===== src/rtl/rissy_pkg.sv =====
// Shared constants and types for the Rissy core register file.
package rissy_pkg;
    localparam int DATA_W   = 16;
    localparam int NUM_REGS = 8;
    localparam int ADDR_W   = $clog2(NUM_REGS);
    localparam int PC_IDX   = NUM_REGS - 1;
    localparam int PC_STEP  = 2;

    typedef logic [ADDR_W-1:0] reg_idx_t;
endpackage


===== src/rtl/rf_read_port.sv =====
// Combinational read port: array mux, zero-register override, PC alias,
// write-to-read bypass and scoreboard busy qualification.
module rf_read_port #(
    parameter int DATA_W   = rissy_pkg::DATA_W,
    parameter int NUM_REGS = rissy_pkg::NUM_REGS,
    parameter int ADDR_W   = rissy_pkg::ADDR_W,
    parameter int PC_IDX   = rissy_pkg::PC_IDX,
    parameter int ZERO_R0  = 0
) (
    input  logic [DATA_W-1:0]   regs [NUM_REGS],
    input  logic [NUM_REGS-1:0] busy,
    input  logic [DATA_W-1:0]   pc,
    input  logic                w_en,
    input  logic                w_keep,
    input  logic [ADDR_W-1:0]   w_addr,
    input  logic [DATA_W-1:0]   w_data,
    input  logic [ADDR_W-1:0]   addr,
    output logic [DATA_W-1:0]   rd_data,
    output logic                rd_busy
);
    localparam logic [ADDR_W-1:0] PC_A = ADDR_W'(PC_IDX);

    logic w_hit;

    assign w_hit = w_en && (w_addr == addr);

    // The PC alias wins over bypass: a PC write is only visible after the edge.
    always_comb begin
        rd_data = regs[addr];
        if ((ZERO_R0 != 0) && (addr == '0))
            rd_data = '0;
        else if (addr == PC_A)
            rd_data = pc;
        else if (w_keep && w_hit)
            rd_data = w_data;
    end

    // A register being written back this cycle is already ready to consumers.
    assign rd_busy = busy[addr] && !w_hit;
endmodule


===== src/rtl/regfile_pc_sb.sv =====
// Rissy register file: one write port, two bypassed read ports, aliased PC
// with increment/jump, and a per-register pending-write scoreboard.
module regfile_pc_sb #(
    parameter int DATA_W   = rissy_pkg::DATA_W,
    parameter int NUM_REGS = rissy_pkg::NUM_REGS,
    parameter int ADDR_W   = rissy_pkg::ADDR_W,
    parameter int PC_IDX   = rissy_pkg::PC_IDX,
    parameter int PC_STEP  = rissy_pkg::PC_STEP,
    parameter int PC_RESET = 0,
    parameter int ZERO_R0  = 0,
    parameter int INIT_IDX = 1
) (
    input  logic              clk,
    input  logic              rst,
    input  logic              w_en,
    input  logic [ADDR_W-1:0] w_addr,
    input  logic [DATA_W-1:0] w_data,
    input  logic [ADDR_W-1:0] ra_addr,
    input  logic [ADDR_W-1:0] rb_addr,
    output logic [DATA_W-1:0] ra_data,
    output logic [DATA_W-1:0] rb_data,
    output logic [DATA_W-1:0] pc,
    input  logic              pc_inc,
    input  logic              pc_load,
    input  logic [DATA_W-1:0] pc_target,
    input  logic              sb_set,
    input  logic [ADDR_W-1:0] sb_addr,
    output logic              ra_busy,
    output logic              rb_busy
);
    localparam logic [ADDR_W-1:0] PC_A     = ADDR_W'(PC_IDX);
    localparam int                STEP_LSB = $clog2(PC_STEP);
    localparam logic [DATA_W-1:0] PC_MASK  = ~((DATA_W'(1) << STEP_LSB) - DATA_W'(1));

    logic [DATA_W-1:0]   regs [NUM_REGS];
    logic [NUM_REGS-1:0] busy;
    logic [NUM_REGS-1:0] busy_nxt;
    logic                w_drop;
    logic                w_keep;

    // PC writes lose to any PC update this cycle; r0 writes vanish when hardwired.
    assign w_drop = ((w_addr == PC_A) && (pc_load || pc_inc)) ||
                    ((ZERO_R0 != 0) && (w_addr == '0));
    assign w_keep = w_en && !w_drop;

    // Issue (set) is applied after writeback (clear) so the set wins a collision.
    always_comb begin
        busy_nxt = busy;
        if (w_en)
            busy_nxt[w_addr] = 1'b0;
        if (sb_set)
            busy_nxt[sb_addr] = 1'b1;
        busy_nxt[PC_IDX] = 1'b0;
        if (ZERO_R0 != 0)
            busy_nxt[0] = 1'b0;
    end

    always_ff @(posedge clk) begin
        if (rst) begin
            for (int i = 0; i < NUM_REGS; i++)
                regs[i] <= (INIT_IDX != 0) ? DATA_W'(i) : '0;
            pc   <= DATA_W'(PC_RESET);
            busy <= '0;
        end else begin
            if (w_keep && (w_addr != PC_A))
                regs[w_addr] <= w_data;
            if (pc_load)
                pc <= pc_target & PC_MASK;
            else if (pc_inc)
                pc <= pc + DATA_W'(PC_STEP);
            else if (w_keep && (w_addr == PC_A))
                pc <= w_data;
            busy <= busy_nxt;
        end
    end

    rf_read_port #(
        .DATA_W(DATA_W), .NUM_REGS(NUM_REGS), .ADDR_W(ADDR_W),
        .PC_IDX(PC_IDX), .ZERO_R0(ZERO_R0)
    ) u_port_a (
        .regs(regs), .busy(busy), .pc(pc),
        .w_en(w_en), .w_keep(w_keep), .w_addr(w_addr), .w_data(w_data),
        .addr(ra_addr), .rd_data(ra_data), .rd_busy(ra_busy)
    );

    rf_read_port #(
        .DATA_W(DATA_W), .NUM_REGS(NUM_REGS), .ADDR_W(ADDR_W),
        .PC_IDX(PC_IDX), .ZERO_R0(ZERO_R0)
    ) u_port_b (
        .regs(regs), .busy(busy), .pc(pc),
        .w_en(w_en), .w_keep(w_keep), .w_addr(w_addr), .w_data(w_data),
        .addr(rb_addr), .rd_data(rb_data), .rd_busy(rb_busy)
    );
endmodule


===== config.mk =====
export PLATFORM = sky130hd
export DESIGN_NAME = regfile_pc_sb
export DESIGN_NICKNAME = d
export VERILOG_FILES = /design/src/rtl/rissy_pkg.sv /design/src/rtl/rf_read_port.sv /design/src/rtl/regfile_pc_sb.sv
export SDC_FILE = /design/constraint.sdc
export NUM_CORES = 1
export LEC_CHECK = 0
export ABC_CLOCK_PERIOD_IN_PS = 2200
export CAP_MARGIN = 20
export CORE_MARGIN = 2
export CORE_UTILIZATION = 43
export CTS_CLUSTER_DIAMETER = 120
export DETAILED_ROUTE_END_ITERATION = 10
export SETUP_SLACK_MARGIN = 0.2
export SLEW_MARGIN = 15
export SYNTH_ARGS = -nofsm -noshare
export SYNTH_HDL_FRONTEND = slang
export SYNTH_SLANG_ARGS = --single-unit

===== constraint.sdc =====
create_clock -name clk -period 2.2 [get_ports clk]
set_input_delay 0.22 -clock clk [delete_from_list [all_inputs] [get_ports clk]]
set_output_delay 0.22 -clock clk [all_outputs]
set_load 0.01 [all_outputs]

---- Word level (Yosys, flattened, before mapping) ----
Index checks and enable logic that the tools add are counted.
operators by class
  equality and inequality tests ........... 6
  reductions and logical operators ........ 20
  add/sub/neg operators ................... 1
  multiplexer cells ....................... 26
  magnitude comparators ................... 10
  bitwise operators ....................... 6
operator list
  cell                     number
  $mux W16                 12
  $bwmux W128              1
  $bmux W16 S3             2
  $demux W16 S3            1
  $add A16 B2 Y16 const B  1
  $lt A3 B4 Y1 const B     4
  $mux W7                  2
  $logic_and A1 B1 Y1      13
  $ge A4 B4 Y1 const B     3
  $not A3 Y4               3
  $eq A3 B3 Y1 const B     3
  $and A7 B7 Y7            1
  $not A7 Y7               1
  $or A7 B7 Y7             1
  $bmux W1 S3              2
  $demux W1 S3             2
  $eq A3 B3 Y1             2
  $ge A3 B1 Y1 const B     2
  $lt A4 B1 Y1 const B     1
  $mux W1                  4
  $logic_not A1 Y1         3
  $ne A3 B3 Y1 const B     1
  $reduce_bool A3 Y1       1
  $reduce_bool A2 Y1       1
  2 further kinds          2
storage, ports and cells
  input bits .............................. 50
  output and inout port bits .............. 50
  register bits after elaboration ......... 151

---- Depth between registers and ports, before layout ----
  word-level depth ........................ 9
  mapped depth ............................ 8

---- Cells and area by module ----
From an unflattened synthesis, not the netlist that was laid out.
second synthesis, totals
  cells, all modules ...................... 1016
  area total of the unflattened synthesis .. 8813.5 µm²
modules (own cells, without submodules)
  module         times used  cells each  area an instance (µm²)
  regfile_pc_sb  1           732         5930.7
  rf_read_port   2           142         1441.4

---- Worst setup path after synthesis ----
Ideal clock, no wire load.
  path type ............................... input-to-output
  start point ............................. in rb_addr[2]
  end point ............................... out rb_data[14]
  path slack .............................. 464 ps
  stages on the path ...................... 6
  required time ........................... 1980 ps
  data arrival time ....................... 1516 ps
  cell sequence ........................... buf_6 > buf_12 > mux4_1 > mux2_2 > a21oi_2 > o31ai_1
between the ends
  word-level cells in the longest chain between the ends .. 6
RTL lines
  what                                          RTL line             RTL
  start, declared                               regfile_pc_sb.sv:19  input logic [ADDR_W-1:0] rb_addr,
  $not A3 Y4 (not written as such)              rf_read_port.sv:29   rd_data = regs[addr];
  $bmux W16 S3                                  rf_read_port.sv:29
  $mux W16 (not written as such) (2 in series)  rf_read_port.sv:29
  $mux W16                                      rf_read_port.sv:34   else if (w_keep && w_hit)
  $mux W16 *                                    rf_read_port.sv:32   else if (addr == PC_A)
  end, declared                                 regfile_pc_sb.sv:21  output logic [DATA_W-1:0] rb_data,
Mark *: on every way between the ends. The rest lies on a longest branch, timed or not. The select of a mux whose other input is x is not followed.

---- Final worst setup path ----
  start point ............................. reg regs[6] (netlist name)
  end point ............................... out rb_data[6]
between the ends
  word-level cells in the longest chain between the ends .. 5
RTL lines
  what                                          RTL line             RTL
  start, declared                               regfile_pc_sb.sv:35  logic [DATA_W-1:0] regs [NUM_REGS];
  start signal, assigned by index               regfile_pc_sb.sv:61  regs[i] <= (INIT_IDX != 0) ? DATA_W'(i) : '0;
  start signal, assigned by index               regfile_pc_sb.sv:66  regs[w_addr] <= w_data;
  $bmux W16 S3                                  rf_read_port.sv:29
  $mux W16 (not written as such) (2 in series)  rf_read_port.sv:29
  $mux W16                                      rf_read_port.sv:34
  $mux W16                                      rf_read_port.sv:32
No other way between the ends. The select of a mux whose other input is x is not followed.

==> results.toml <==
[outcome]
status = "complete, but fails checks"
failed_checks = "negative setup slack"

[cells_and_area]
area_growth_pct = 33.7
drive_gt1_share_pct = 35.2
final_cell_area_sq_um = 11800
n_antenna_cell = 0
nNetsFinal = 1212
final_cells = 1444

[clocking]
htree_levels = 4
ctsHoldBuffers = 0
cts_tree = "done"
cts_num_sinks = 151
cts-root-buf = "clkbuf_16"
clockBufferDepth = 2
cts.clk_slew.worst_paths_ns = 0.07
cts-buffers-inserted = 17
clkLatencyLatePin_ns = 0.43

[setup_path]
reg2reg_depth = 4
r2r_setup_slack_ns = 0.33
cp-start-kind = "register"
r2r-end = "pc[15]"
end_kind = "primary output"
r2r_start = "pc[8]"
cp.arrival_ns = 1.99
path_class = "register to primary output"
crit_path_max_fanout = 3
cp.required_ns = 1.98

[sta]
fin_worst_skew_ns = 0.00665
rsz0062_at_grt = "true"
setup_violations = 2
min_period_over_period_pct = 101
setup_ws_ns = -0.0110
worst_slew_pin_slew_ns = 0.472
final_hold_viol_count = 0
maxSlewViolCount = 0
maxSlewHeadroom_pct = 68.5
min_period_ns = 2.21
max_freq_ghz = 0.452
holdWs_ns = 0.243

[yosys]
async_reset_ff_share_pct = 0
avgSynthCellArea_sq_um = 8.64
synth_top_cell_area_share_pct = 34.2
synth_top_area_cell = "dfxtp_1"
synth_edf_count = 0
synthTopCellsByArea = "dfxtp_1 (34%), mux4_2 (14%), nand2_1 (12%)"
synth-main-ff-cell = "dfxtp_1"
synth_seq_cells = 151
synthCells = 1023
syn-cell-area_sq_um = 8840
synth_nets = 1074
synth.distinct_cells = 49
yosys_warnings = 0
ys_seq_area_share_pct = 34.2

[global_route]
grt_max_degree = 54
grt_pass1_vias = 8471
antenna_found_initial = 0
grt-ovfl-total = 0
track_usage_pct = 30.8
grt_pass1_wl_microns = 50800

[drt]
antenna_left = 0
wire_per_inst_microns = 23.0
wl_microns = 33300
dr.pass1.iters = 7
drcViolationCount = 0
vias = 8790
drtIter0Drc = 885
vias_per_cell = 6.09

[pwr]
power_leakage_uw = 0.00440
peakVddDrop_mv = 0.543
power_frac_comb_pct = 18.3
power_density_nw_per_um2 = 615
p_seq_share_pct = 39.8
internal_power_uw = 5280
pwr-share-clk_pct = 41.9
swShare_pct = 27.3
p_sw_uw = 1990

[job]
maxCapViolCount = 0

[floorplan]
start_util_pct = 43.7
die_h_microns = 147
core_sq_um = 20200
die_area_sq_um = 21700
die_width_microns = 147
io-pin-count = 100
num_rows = 52

[worst_hold_path]
min_from = "rst"
hold_end = "regs[9]"
hold_class = "input pin to register"
hold_depth = 2

[placement]
place_hpwl_microns = 22700
place_congestion = 0.946
dp_cells = 1406
io_buffer_count = 98
placed_area_sq_um = 10800
power groups by stage:
stage / Combinational [uW] / Clock, uW / Sequential, uW
finish: 1330 / 3040 / 2890
CTS: 1290 / 3060 / 2890
detailed placement: 1250 / 0 / 2950
floorplan: 640 / 0 / 2920
global placement: 1250 / 0 / 2940
global route: 1410 / 3170 / 2900
layer usage:
metal  GRT usage, %  share of wire (%)  vias to the layer above
met2           49.6                 47                      491
li1               -                  -                     3916
met5              0                  0                        -
met4           15.2                4.5                        0
met1           40.5                 40                     4289
met3           5.09                8.3                       94
cells by family after synthesis:
group                      share of synthesized area, %
muxes                                              22.3
buffers and inverters                              6.41
and+or+nand+nor                                    21.1
xor gates and xnor gates                          0.991
AOI/OAI and AO/OA                                  14.9
DFF                                                34.2
adders and majority gates                         0.142
final cells by class:
type | count | area, sq um
clock inverters | 12 | 149
inverters | 2 | 7.51
clock buffers | 20 | 457
fillers | 1781 | 8420
well taps | 270 | 338
flip-flops and latches | 151 | 3080
multi-input cells | 761 | 5660
repair buffers | 228 | 2120
state kept, by name, summed over array words and instances, names as in the netlist:
| register | count |
|---|---|
| busy | 7 |
| pc | 16 |
| regs | 128 |
cell usage in the layout, fill, tap and decap left out, types with 13 or more instances in the layout:
cell	count
nor2_1	27
clkbuf_16	17
mux4_2	64
buf_12	23
buf_4	108
clkdlybuf4s50_1	52
dfxtp_1	102
nand2_1	272
dfxtp_2	49
o21ai_0	13
a21oi_1	117
a21oi_2	22
o31ai_2	19
buf_2	27
nor3_1	36
nor2b_1	20
mux2_4	31
through the flow:
step                setup slack (ns)  utilization [%]  total power (uW)  setup TNS [ns]
floorplan                      0.464                -              3560               0
global placement              -0.555             53.4              4190          -14.52
detailed placement            -0.574             53.4              4200          -15.71
CTS                         -0.00929             57.6              7230         -0.0170
global route                 -0.0359             58.4              7480          -0.171
finish                       -0.0110             58.4              7270         -0.0142
worst max path at each step:
| stage | to | from | cells after the start |
|---|---|---|---|
| after global routing | rb_data[1] | regs[1] | 6 |
| after detailed placement | rb_data[6] | w_addr[1] | 9 |
| after CTS | rb_data[6] | regs[6] | 6 |
| after global placement | rb_data[6] | w_addr[1] | 9 |
| after floorplan | rb_data[14] | rb_addr[2] | 6 |
| final | rb_data[6] | regs[6] | 6 |
worst max-delay path, stage by stage, from the launching register on:
cell and delay [ns]:
dfxtp_2 0.33, mux4_2 0.48, mux2_4 0.28, a21oi_2 0.12, o31ai_2 0.10, buf_4 0.15
buf_6 0.11
cells in the mapped netlist, types with 3 or more instances:
cell	number
a211oi_1	5
a21oi_1	142
a21oi_2	5
a22oi_1	4
a311oi_1	3
a32oi_1	4
and3_1	4
and4_1	6
buf_12	4
buf_2	34
buf_4	3
buf_6	4
clkbuf_1	63
dfxtp_1	151
mux2_2	33
mux2i_1	7
mux4_1	11
mux4_2	55
nand2_1	272
nand2b_1	7
nand3_1	9
nand3b_1	12
nand4_1	10
nor2_1	29
nor2b_1	20
nor3_1	36
nor3b_1	3
o211ai_1	4
o21ai_0	15
o31ai_1	32
or2_2	3
xnor2_1	6
xor2_1	4
repair_timing:
| item | CTS | global route |
|---|---|---|
| cloned | 1 | 0 |
| endpoints found under the hold margin | 0 | 0 |
| resized for setup | 271 | 48 |
| endpoints found under the setup margin | 34 | 34 |
| pin swaps | 22 | 12 |
| setup buffers | 4 | 1 |
Power figures use the tool's default switching activity.
